==> config.mk <==
export PLATFORM = sky130hd
export DESIGN_NAME = seq_detector_param
export DESIGN_NICKNAME = d
export VERILOG_FILES = /design/src/rtl/seq_det_pkg.sv /design/src/rtl/seq_detector_param_sat_counter.sv /design/src/rtl/seq_detector_param.sv
export SDC_FILE = /design/constraint.sdc
export NUM_CORES = 1
export LEC_CHECK = 0
export CORE_AREA = 2 2 61 63
export DETAILED_ROUTE_END_ITERATION = 7
export DIE_AREA = 0 0 63 65
export DONT_BUFFER_PORTS = 1
export PLACE_DENSITY = 0.43
export SETUP_SLACK_MARGIN = 0.5
export SYNTH_ARGS = -nofsm -noshare
export SYNTH_HDL_FRONTEND = slang
export SYNTH_SLANG_ARGS = --single-unit
==> constraint.sdc <==
create_clock -name clk -period 4.1 [get_ports clk]
set_clock_uncertainty 0.1 [all_clocks]
set_input_delay 1.23 -clock clk [delete_from_list [all_inputs] [get_ports clk]]
set_output_delay 1.23 -clock clk [all_outputs]
set_load 0.1 [all_outputs]
==> src/rtl/seq_det_pkg.sv <==
// Shared constants, types and helpers for the serial pattern detector family.
package seq_det_pkg;

    // Default pattern loaded at reset (MSB is the first bit received).
    localparam logic [3:0] PATTERN_RST_DEF = 4'b1011;
    // Default match counter width.
    localparam int         CNT_W_DEF       = 8;

    // Detection mode selected by the overlap_en input.
    typedef enum logic {
        OVL_OFF = 1'b0,
        OVL_ON  = 1'b1
    } ovl_mode_e;

    // Increment that sticks at max instead of wrapping.
    function automatic logic [31:0] sat_inc(input logic [31:0] count,
                                            input logic [31:0] max);
        return (count >= max) ? count : count + 32'd1;
    endfunction

endpackage

==> src/rtl/seq_detector_param_sat_counter.sv <==
// Saturating event counter with a synchronous clear that overrides increment.
module sat_counter
    import seq_det_pkg::*;
#(
    parameter int CNT_W = CNT_W_DEF
) (
    input  logic             clk,
    input  logic             rst,
    input  logic             inc,
    input  logic             clr,
    output logic [CNT_W-1:0] count
);

    localparam logic [CNT_W-1:0] CNT_MAX = '1;

    logic [CNT_W-1:0] count_q;
    logic [CNT_W-1:0] count_d;

    // Next count: clear wins over a simultaneous increment.
    always_comb begin
        count_d = count_q;
        if (clr) begin
            count_d = '0;
        end else if (inc) begin
            count_d = CNT_W'(sat_inc(32'(count_q), 32'(CNT_MAX)));
        end
    end

    // Count register.
    always_ff @(posedge clk or posedge rst) begin
        if (rst) begin
            count_q <= '0;
        end else begin
            count_q <= count_d;
        end
    end

    assign count = count_q;

endmodule

==> src/rtl/seq_detector_param.sv <==
// Serial bit-pattern detector with a runtime-programmable pattern, selectable
// overlapping/non-overlapping detection and a saturating match counter.
module seq_detector_param
    import seq_det_pkg::*;
#(
    parameter int                   PATTERN_W   = 4,
    parameter logic [PATTERN_W-1:0] PATTERN_RST = PATTERN_W'(PATTERN_RST_DEF),
    parameter int                   CNT_W       = CNT_W_DEF
) (
    input  logic                 clk,
    input  logic                 rst,
    input  logic                 data_valid,
    input  logic                 data_in,
    input  logic                 overlap_en,
    input  logic                 pat_load,
    input  logic [PATTERN_W-1:0] pat_in,
    input  logic                 cnt_clr,
    output logic                 detect,
    output logic [CNT_W-1:0]     match_count,
    output logic [PATTERN_W-1:0] pattern
);

    // fill counts 0..PATTERN_W, so it needs one more code than PATTERN_W-1.
    localparam int             FILL_W    = $clog2(PATTERN_W + 1);
    localparam logic [FILL_W-1:0] FILL_FULL = FILL_W'(PATTERN_W);

    logic [PATTERN_W-1:0] hist_q,    hist_d;
    logic [FILL_W-1:0]    fill_q,    fill_d;
    logic [PATTERN_W-1:0] pattern_q, pattern_d;
    logic                 detect_q,  detect_d;

    logic                 accept;
    logic [PATTERN_W-1:0] hist_shift;
    logic [FILL_W-1:0]    fill_inc;
    logic                 match;

    // A data bit is taken only when valid and not pre-empted by a pattern load;
    // the match is judged on the history as it will look after the shift.
    always_comb begin
        accept     = data_valid & ~pat_load;
        hist_shift = {hist_q[PATTERN_W-2:0], data_in};
        fill_inc   = (fill_q == FILL_FULL) ? fill_q : fill_q + FILL_W'(1);
        match      = accept && (fill_inc == FILL_FULL) && (hist_shift == pattern_q);
    end

    // Next-state for history, fill level, active pattern and the detect pulse.
    always_comb begin
        hist_d    = hist_q;
        fill_d    = fill_q;
        pattern_d = pattern_q;
        detect_d  = match;
        if (pat_load) begin
            pattern_d = pat_in;
            fill_d    = '0;
        end else if (accept) begin
            hist_d = hist_shift;
            if (match && (ovl_mode_e'(overlap_en) == OVL_OFF)) begin
                fill_d = '0;
            end else begin
                fill_d = fill_inc;
            end
        end
    end

    // Detector state registers.
    always_ff @(posedge clk or posedge rst) begin
        if (rst) begin
            hist_q    <= '0;
            fill_q    <= '0;
            pattern_q <= PATTERN_RST;
            detect_q  <= 1'b0;
        end else begin
            hist_q    <= hist_d;
            fill_q    <= fill_d;
            pattern_q <= pattern_d;
            detect_q  <= detect_d;
        end
    end

    sat_counter #(
        .CNT_W (CNT_W)
    ) u_match_cnt (
        .clk   (clk),
        .rst   (rst),
        .inc   (match),
        .clr   (cnt_clr),
        .count (match_count)
    );

    assign detect  = detect_q;
    assign pattern = pattern_q;

endmodule

-- Yosys cells after proc, flatten, opt, wreduce, memory -nomap -nowiden
Cells that the tools add are included.
- output and inout bits: 13
- bits in registers: 19
- input port bits: 11
- logic and storage cells: 29
- equal/unequal tests: 4
- add/subtract/negate cells: 2
- bitwise gates (word level): 3
- mux-type cells: 7
- reduce and logical (&&, ||, !) cells: 7
- magnitude comparators: 1
- operator list (operator ; number):
    8-bit two-way mux ; 3
    3-bit two-way mux ; 4
    8-bit by 1-bit adder with 8-bit output, second input constant ; 1
    8-bit greater-or-equal comparator, second input constant ; 1
    3-bit equality test, second input constant ; 2
    4-bit equality test ; 1
    2-bit AND reduction ; 2
    2-bit nonzero test ; 2
    3-bit by 1-bit adder with 3-bit output, second input constant ; 1
    1-bit logical AND ; 3
    2-bit != test, second input constant ; 1
    1-bit inverter ; 2
    1-bit AND ; 1

-- Logic depth before layout (Yosys ltp)
Gate-level depths: netlist (run 1).
- word-level depth: 9
- mapped depth: 8
- mapped depth without buffers: 7

-- By module
From an unflattened synthesis (run 1), not the netlist that was laid out.
- cell total of the unflattened synthesis: 91
- area, all modules: 997.2 um^2
- modules (own cells, without submodules) (module ; area each (um^2) ; sequential area each (um^2) ; cells an instance ; instances):
    seq_detector_param ; 540.5 ; 279.0 ; 45 ; 1
    sat_counter ; 456.7 ; 200.2 ; 46 ; 1

-- Worst setup path after synthesis (run 1)
OpenSTA, ideal clock, no wires.
- path kind: input port to flip-flop
- start: in data_in
- end: reg u_match_cnt.count_q[3] (netlist: u_match_cnt.count[3])
- path buffers: 1
- data required time: 3922 ps
- library setup time: 78 ps
- cell stages on the path: 6
- setup slack: 1225 ps
- arrival: 2698 ps
- cell sequence: xnor2_2 -> nand3_1 -> or4_1 -> buf_2 -> or4_1 -> a21oi_1
- longest elaborated chain between the ends: 4
- RTL lines (what ; line ; RTL):
    from (decl) ; seq_detector_param.sv:13 ; input logic data_in,
    4-bit equality test ; seq_detector_param.sv:43 ; match = accept && (fill_inc == FILL_FULL) && (hist_shift == pattern_q);
    1-bit logical AND ; seq_detector_param.sv:43 ;
    2-bit nonzero test (no source line) ; -- ;
    2-bit AND reduction (no source line) ; -- ;
    to (signal assigned) ; seq_detector_param_sat_counter.sv:34 ; count_q <= count_d;
    to (decl) ; seq_detector_param_sat_counter.sv:16 ; logic [CNT_W-1:0] count_q;
No other way between the ends.
A chain may end at the register's enable or synchronous reset.

-- Worst setup path in the final report (run 1)
- start: reg pattern_q[3] (netlist: pattern[3])
- end: reg u_match_cnt.count_q[3] (netlist: u_match_cnt.count[3])
- longest elaborated chain between the ends: 4
- RTL lines (what ; line ; RTL):
    from (decl) ; seq_detector_param.sv:29 ; logic [PATTERN_W-1:0] pattern_q, pattern_d;
    from (signal assigned) ; seq_detector_param.sv:75 ; pattern_q <= pattern_d;
    4-bit equality test ; seq_detector_param.sv:43 ;
    1-bit logical AND ; seq_detector_param.sv:43 ;
    2-bit nonzero test (no source line) ; -- ;
    2-bit AND reduction (no source line) ; -- ;
No other way between the ends.

==> flow_metrics.env, run 1 <==
export IMPL_cts_hold_buffers_added=0
export IMPL_drive_gt1_share_pct=20.2
export IMPL_seq_area_frac_synth_pct=48.6
export IMPL_grt_usage_pct=10.8
export IMPL_grt_first_pass_wirelength_mm=3.40
export IMPL_hold_class="flip-flop to flip-flop"
export IMPL_ys_warn_count=0
export IMPL_synthArstFlopShare_pct=100
export IMPL_fillers=390
export IMPL_die_area_sq_mm=0.00410
export IMPL_max_slew_margin_pct=31.3
export IMPL_p_per_area_mw_per_mm2=365
export IMPL_grt_pass1_vias=746
export IMPL_combPwrFrac_pct=11.5
export IMPL_postCtsSetupRepairBufs=0
export IMPL_power_frac_clock_pct=25.5
export IMPL_viasPerCell=4.98
export IMPL_synth_top_area_share_pct=40.6
export IMPL_pin_count=24
export IMPL_crit_type="flip-flop to flip-flop"
export IMPL_net_switching_power_mw=0.124
export IMPL_core_sq_mm=0.00350
export IMPL_cap_violations=0
export IMPL_die_h_microns=65
export IMPL_numCtsBuffers=3
export IMPL_synth_top_cell_by_area="dfrtp_1"
export IMPL_synth_edf_count=0
export IMPL_grt_setup_unrepaired="no"
export IMPL_hpwl_mm=1.55
export IMPL_diodes=0
export IMPL_p_leak_nw=0.428
export IMPL_numPortBuffers=0
export IMPL_switching_share_pct=31.9
export IMPL_numClockSinks=19
export IMPL_post_dp_cell_area_sq_mm=0.00104
export IMPL_insertion_delay_ps=300
export IMPL_num_vias=707
export IMPL_syn_inst=93
export IMPL_cts_resized=0
export IMPL_fin_crit_sh_pct=66.7
export IMPL_drc=0
export IMPL_crit_path_max_fanout=10
export IMPL_drt_initial_drc_count=15
export IMPL_irDropWorstVdd_v=0.000160
export IMPL_ant_nets=0
export IMPL_fin_area_sq_mm=0.00106
export IMPL_mostFrequentLayoutCells="16 x dfrtp_1, 8 x a21oi_1, 7 x mux2_2"
export IMPL_fin_nets=109
export IMPL_grt_max_degree=20
export IMPL_syn_nets=107
export IMPL_synth_cell_type_count=32
export IMPL_outcome="completed"
export IMPL_mappedNetlistArea_sq_um=986
export IMPL_htreeDepth=1
export IMPL_critPathRequiredTime_ps=4240
export IMPL_drt_total_wl_mm=2.08
export IMPL_slew_violations=0
export IMPL_start_util_pct=28.2
export IMPL_gr_total_overflow=0
export IMPL_path_clk_slew_ps=120
export IMPL_gp_congestion=0.752
export IMPL_max_freq_mhz=366
export IMPL_final_common_cell="dfrtp_1"
export IMPL_clk_path_buf_depth=2
export IMPL_antenna_found_initial=0
export IMPL_rows=22
export IMPL_cts_tree="yes"
export IMPL_post_synth_cell_area_avg_sq_um=10.6
export IMPL_power_frac_seq_pct=63.0
export IMPL_setup_viol_count_final=0
export IMPL_cp_start_kind="flip-flop"
export IMPL_total_power_mw=0.389
export IMPL_firstDrtPassIters=4
export IMPL_worst_slew_pin_slew_ps=1030
export IMPL_die_w_microns=63
export IMPL_arrival_ps=2870
export IMPL_setup_worst_path_end_class="flip-flop"
export IMPL_wl_per_cell_microns=14.6
export IMPL_synth_area_leaders="dfrtp_1 41%, dfstp_2 8.0%, mux2_2 8.0%"
export IMPL_synthFlopType="dfrtp_1"
export IMPL_syn_to_final_growth_pct=7.99
export IMPL_intPower_mw=0.265
export IMPL_setup_tns_ps=0
export IMPL_hold_viol=0
export IMPL_cts_root_buf="clkbuf_4"
export IMPL_period_minus_slack_ps=2730
export IMPL_synth_seq_cells=19
[metrics by stage]
step	utilization (%)	hold slack, ps	setup WS, ps	std cells
floorplan	-	401	1220	93
global placement	29.7	416	1130	138
detailed placement	29.7	422	1090	138
CTS	30.5	450	1350	142
global route	30.5	466	1250	142
finish	30.5	447	1370	142
[critical path: stages (launching register included)]
cell and delay, ps:
dfstp_2 900, xnor2_1 190, nand3_1 110, or4_1 670
or4_1 550, a21oi_1 150
[power by group through the flow]
stage	combinational, mW	clock, mW	sequential, mW
after floorplan	0.0408	0	0.246
after global placement	0.0446	0	0.249
after detailed placement	0.0455	0	0.249
after CTS	0.0457	0.103	0.245
after global routing	0.0507	0.109	0.247
final	0.0446	0.0993	0.245
[flip-flops by register name (all words and copies together) (netlist names)]
name	flops
fill_q	3
hist_q	3
u_match_cnt.count	8
detect	1
pattern	4
[cell usage after synthesis, drive strengths merged (3+ instances only)]
master and instances:
a21oi 8, dfrtp 16, dfstp 3, ha 3
inv 3, mux2 7, nand2 5, nand3 4
nor2 4, nor3 4, o21ai 5, o31ai 3
or4 4, xnor2 5
[path summary, 6_finish.rpt]
kind	slack, ps	cells past startpoint	from	to
setup reg to reg	1370	5	pattern[3]	u_match_cnt.count[3]
setup / recovery	1370	5	pattern[3]	u_match_cnt.count[3]
hold / removal	450	1	hist_q[2]	hist_q[2]
hold reg to reg	450	1	hist_q[2]	hist_q[2]
max in group asynchronous	2600	1	rst	fill_q[2]
min in group asynchronous	830	1	rst	hist_q[0]
[logic make-up (layout without fill, tap and decap cells)]
| family | count (synthesis) | after routing | share of synthesized area [%] |
|---|---|---|---|
| simple gates | 32 | 32 | 19.3 |
| flops | 19 | 19 | 48.6 |
| compound gates | 18 | 18 | 10.4 |
| mux | 8 | 8 | 9.01 |
| buf+inv | 7 | 8 | 2.79 |
| xor+xnor | 6 | 6 | 6.09 |
| fa+ha+maj | 3 | 3 | 3.81 |
[cell type report]
cell class / instances / area (sq um) / share of cell area, %
multi-input cells: 67 / 479 / 45.0
clock buffers: 3 / 22.5 / 2.12
flip-flops and latches: 19 / 479 / 45.0
clock inverters: 1 / 5.00 / 0.470
inverters: 3 / 11.3 / 1.06
repair buffers: 1 / 7.51 / 0.705
well taps: 48 / 60.1 / 5.64
[metal layers]
metal	vias to the layer above	wire, microns	GRT usage, %
li1	337	-	-
met2	24	980	18.1
met5	-	0	0
met1	344	909	11.9
met4	0	14	5.28
met3	2	171	4.17
Note: power is estimated with default switching activity, not from simulation.
==> run 2: changes to the inputs <==
ABC_AREA = 1   (was not set)
CORE_AREA = 2 2 65 67   (was 2 2 61 63)
DIE_AREA = 0 0 67 69   (was 0 0 63 65)
clock period = 2.71 ns   (was 4.1 ns; I/O delays follow)
==> run 2 against run 1 <==
Synthesized area is 14% higher. Core utilization up 2.6 points. Cell count rose by 51%. Setup slack got worse by 720 ps. Hold slack got worse by 47 ps. Die area rose by 13%. Wire length increased by 18%. Synthesized cell count rose by 62%. Largest cell class is now multi-input combinational cells.
==> flow_metrics.env, run 2 <==
export IMPL_hold_class="flip-flop to flip-flop"
export IMPL_crit_type="flip-flop to output pin"
export IMPL_numClockSinks=19
export IMPL_grt_max_degree=20
export IMPL_synth_cell_type_count=20
export IMPL_drt_total_wl_mm=2.46
export IMPL_drt_initial_drc_count=66
export IMPL_setup_viol_count_final=0
export IMPL_ant_nets=0
export IMPL_core_sq_mm=0.00391
export IMPL_cp_start_kind="flip-flop"
export IMPL_critPathRequiredTime_ps=1800
export IMPL_cts_root_buf="clkbuf_8"
export IMPL_timing_rr_end="u_match_cnt.count[1]"
export IMPL_largest_reg_flops=8
export IMPL_max_slew_margin_pct=47.0
export IMPL_antenna_found_initial=0
export IMPL_diodes=0
export IMPL_cap_violations=0
export IMPL_synth_area_leaders="dfrtp_1 36%, nand2_1 15%, inv_1 8.0%"
export IMPL_hold_viol=0
export IMPL_syn_nets=165
export IMPL_cts_resized=0
export IMPL_start_util_pct=28.7
export IMPL_synthFlopType="dfrtp_1"
export IMPL_final_common_cell="nand2_1"
export IMPL_synth_common_cells="45 x nand2_1, 24 x inv_1, 16 x dfrtp_1, 16 x nor2_1, 13 x nand3_1"
export IMPL_grt_pass1_vias=931
export IMPL_dp_slack_ps=614
export IMPL_outcome="completed"
export IMPL_mostFrequentLayoutCells="45 x nand2_1, 24 x inv_1, 16 x nor2_1"
export IMPL_period_minus_slack_ps=2060
export IMPL_gr_total_overflow=0
export IMPL_post_synth_cell_area_avg_sq_um=7.43
export IMPL_setup_tns_ps=0
export IMPL_synth_edf_count=0
export IMPL_fin_nets=179
export IMPL_htreeDepth=1
export IMPL_p_leak_nw=0.673
export IMPL_wl_per_cell_microns=11.5
export IMPL_crit_path_max_fanout=4
export IMPL_drive_gt1_share_pct=18.3
export IMPL_num_vias=973
export IMPL_firstDrtPassIters=4
export IMPL_grt_usage_pct=12.2
export IMPL_cts_tree="yes"
export IMPL_path_clk_slew_ps=80
export IMPL_worstSetupEndpoint="pattern[1]"
export IMPL_hpwl_mm=1.82
export IMPL_worst_slew_pin_slew_ps=795
export IMPL_synth_seq_cells=19
export IMPL_synth_top_cell_by_area="dfrtp_1"
export IMPL_hold_path_depth=2
export IMPL_critical_path_depth=0
export IMPL_slew_violations=0
export IMPL_numPortBuffers=0
export IMPL_grt_setup_unrepaired="no"
export IMPL_p_per_area_mw_per_mm2=481
export IMPL_arrival_ps=1150
export IMPL_grt_first_pass_wirelength_mm=4.31
export IMPL_viasPerCell=4.55
export IMPL_die_h_microns=69
export IMPL_irDropWorstVdd_v=0.000185
export IMPL_mappedNetlistArea_sq_mm=0.00112
export IMPL_synth_top_area_share_pct=35.7
export IMPL_die_area_sq_mm=0.00462
export IMPL_seq_area_frac_synth_pct=42.7
export IMPL_die_w_microns=67
export IMPL_syn_to_final_growth_pct=15.4
export IMPL_crit_start="pattern[1]"
export IMPL_syn_inst=151
export IMPL_synth_most_common_cell="nand2_1"
export IMPL_rows=23
export IMPL_reg2reg_slack_ps=670
export IMPL_pin_count=24
export IMPL_setup_worst_path_end_class="output pin"
export IMPL_postCtsSetupRepairBufs=0
export IMPL_fin_crit_sh_pct=76.0
export IMPL_ys_warn_count=0
export IMPL_insertion_delay_ps=250
export IMPL_synthArstFlopShare_pct=100
export IMPL_max_freq_mhz=485
export IMPL_reg2regPathDepth=7
export IMPL_gp_congestion=0.774
export IMPL_drc=0
export IMPL_numCtsBuffers=3
export IMPL_clk_path_buf_depth=2
export IMPL_r2r_start="pattern[1]"
export IMPL_layout_setup_ws_ps=650
export IMPL_cts_hold_buffers_added=0
-- run 2: changes by cell type after synthesis, moves of 8 or more --
cell / previous run / this run
nand4_1: 0 / 8
inv_1: 3 / 24
nand2_1: 5 / 45
nor2_1: 4 / 16
nand3_1: 4 / 13
a21oi_1: 8 / 0
-- run 2: layer usage --
metal | wire length, microns | part of all wire (%) | track usage (%)
met3 | 155 | 6.3 | 3.26
met4 | 31 | 1.3 | 5.44
met5 | 0 | 0 | 0
met2 | 1080 | 44 | 17.8
met1 | 1190 | 48 | 16.6
-- run 2: cells by family after synthesis --
group / after synthesis / synth area share (%)
xor gates and xnor gates: 1 / 0.781
and+or+nand+nor: 91 / 37.7
buffers and inverters: 27 / 10.5
DFF: 19 / 42.7
AOI/OAI and AO/OA: 9 / 4.01
adders and majority gates: 3 / 3.34
muxes: 1 / 1.00
-- run 2: through the flow --
step	utilization (%)	std cells	hold WS [ps]	total power [mW]	cell area [sq um]
after global placement	31.9	210	386	0.429	1250
after detailed placement	31.9	210	392	0.429	1250
after floorplan	-	151	353	0.413	1120
final	33.1	214	400	0.623	1290
after CTS	33.1	214	404	0.634	1290
after global routing	33.1	214	451	0.662	1290
-- run 2: power by group --
part           total [mW]  internal [mW]  switching, mW
clock network       0.201          0.104         0.0962
logic              0.0988         0.0255         0.0733
registers           0.324          0.302         0.0214
-- run 2: area by class of cell --
class,count,area [sq um]
Multi-Input combinational cell,105,526
Timing Repair Buffer,12,90.1
Clock buffer,4,45.0
Inverter,24,90.1
Fill cell,442,2620
Tap cell,50,62.6
Sequential cell,19,482
-- run 2: worst min-delay path by stage --
| stage | from | end | slack [ps] |
|---|---|---|---|
| floorplan | hist_q[0] | hist_q[1] | 350 |
| global placement | pattern[0] | pattern[0] | 390 |
| detailed placement | pattern[0] | pattern[0] | 390 |
| CTS | pattern[0] | pattern[0] | 400 |
| global route | pattern[0] | pattern[0] | 450 |
| finish | pattern[0] | pattern[0] | 400 |
==> run 3: changes to the inputs <==
clock period = 2.1 ns   (was 2.71 ns; I/O delays follow)
==> run 3 against run 2 <==
Critical path depth increased by 1. Via count increased by 6.8%. Register-to-register slack got worse by 300 ps. Cell area grew 32%. Non-clock buffer count increased by 16. Largest cell class unchanged. Largest power group unchanged.
==> flow_metrics.env, run 3 (synthesis results as in run 2) <==
export IMPL_drc=0
export IMPL_cp_top_family="flip-flops"
export IMPL_instances_no_fill=230
export IMPL_num_vias=1039
export IMPL_insertion_delay_ps=250
export IMPL_combPwrFrac_pct=23.1
export IMPL_final_common_cell="nand2_1"
export IMPL_die_w_microns=67
export IMPL_grt_first_pass_wirelength_mm=4.80
export IMPL_crit_chain="buf_12"
export IMPL_setup_tns_ps=0
export IMPL_path_clk_slew_ps=80
export IMPL_outcome="completed"
export IMPL_cts_tree="yes"
export IMPL_p_per_area_mw_per_mm2=510
export IMPL_gp_congestion=0.769
export IMPL_cap_violations=0
export IMPL_worst_slew_pin_slew_ps=601
export IMPL_rows=23
export IMPL_start_util_pct=28.7
export IMPL_fin_nets=195
export IMPL_cp_start_kind="flip-flop"
export IMPL_slowest_delay_ps=640
export IMPL_drt_total_wl_mm=2.86
export IMPL_irDropWorstVdd_v=0.000366
export IMPL_fin_crit_sh_pct=85.5
export IMPL_layout_setup_ws_ps=304
export IMPL_fillers=431
export IMPL_post_dp_cell_area_sq_mm=0.00134
export IMPL_setup_worst_path_end_class="output pin"
export IMPL_hold_viol=0
export IMPL_reg2reg_slack_ps=370
export IMPL_drive_gt1_share_pct=42.2
export IMPL_core_sq_mm=0.00391
export IMPL_grt_pass1_vias=1083
export IMPL_syn_to_final_growth_pct=52.4
export IMPL_crit_path_max_fanout=2
export IMPL_cp_slowest_cell="dfstp_4"
export IMPL_p_leak_nw=0.779
export IMPL_cts_root_buf="clkbuf_8"
export IMPL_antenna_found_initial=0
export IMPL_intPower_mw=0.606
export IMPL_dp_slack_ps=167
export IMPL_clk_path_buf_depth=2
export IMPL_numCtsBuffers=3
export IMPL_diodes=0
export IMPL_pin_count=24
export IMPL_ant_nets=0
export IMPL_hpwl_mm=1.85
export IMPL_period_minus_slack_ps=1800
export IMPL_setup_viol_count_final=0
export IMPL_placed_cells=211
export IMPL_critical_path_depth=1
export IMPL_htreeDepth=1
export IMPL_drt_initial_drc_count=30
export IMPL_net_switching_power_mw=0.266
export IMPL_hold_class="primary input to async pin"
export IMPL_fin_area_sq_mm=0.00171
export IMPL_power_frac_clock_pct=29.7
export IMPL_max_freq_mhz=557
export IMPL_switching_share_pct=30.5
export IMPL_power_frac_seq_pct=47.2
export IMPL_mostFrequentLayoutCells="38 x nand2_1, 21 x inv_1, 15 x nor2_1"
export IMPL_final_core_util_pct=43.7
export IMPL_grt_setup_unrepaired="yes"
export IMPL_reg2regPathDepth=11
export IMPL_crit_type="flip-flop to output pin"
export IMPL_firstDrtPassIters=5
export IMPL_critPathRequiredTime_ps=1370
export IMPL_die_area_sq_mm=0.00462
export IMPL_critPathBufInv=1
export IMPL_slew_violations=0
export IMPL_grt_usage_pct=13.2
export IMPL_die_h_microns=69
export IMPL_largest_reg_flops=8
export IMPL_numPortBuffers=0
export IMPL_viasPerCell=4.52
export IMPL_numClockSinks=19
export IMPL_grt_max_degree=20
export IMPL_max_slew_margin_pct=59.9
export IMPL_wl_per_cell_microns=12.4
export IMPL_gr_total_overflow=0
export IMPL_arrival_ps=1070
==> run 3: cell types whose count changed in the layout (fill, tap and decap cells not counted), sizes merged <==
cell,previous run,this run
buf,12,28
==> run 3: layout make-up <==
type	instances	area [sq um]	share of cell area [%]
repair buffers	28	362	21.1
inverters	24	90.1	5.27
multi-input cells	105	633	37.0
well taps	50	62.6	3.66
clock buffers	4	45.0	2.63
flip-flops and latches	19	518	30.3
==> run 3: path summary, 6_finish.rpt <==
check                           start              endpoint
setup / recovery           pattern[3]            pattern[3]
hold / removal                    rst             fill_q[1]
setup reg to reg            fill_q[0]  u_match_cnt.count[2]
hold reg to reg             hist_q[0]             hist_q[1]
max in group asynchronous         rst            pattern[0]
min in group clk             pat_load            pattern[3]
==> run 3: metrics by stage <==
stage	total power, mW	hold slack, ps
global placement	0.562	389
detailed placement	0.563	378
floorplan	0.540	353
global route	0.919	199
CTS	0.856	191
finish	0.872	179
==> run 3: power by group through the flow <==
stage          clock network (mW)  registers [mW]  logic, mW
6_report                    0.259           0.411      0.202
5_1_grt                     0.284           0.415      0.220
4_1_cts                     0.268           0.409      0.179
3_5_place_dp                    0           0.414      0.149
3_3_place_gp                    0           0.413      0.148
2_1_floorplan                   0           0.467     0.0729
==> run 3: per-layer routing <==
layer	track usage (%)	wire length (microns)
met1	17.5	1210
met2	22.0	1510
met4	3.40	15
met3	1.96	132
met5	0	0
==> run 3: repair_timing <==
item,in CTS,in global routing
hold buffers,0,0
endpoints found under the setup margin,22,23
resized for setup,37,18
gates cloned,0,0
setup buffers,12,3
pin swaps,4,13
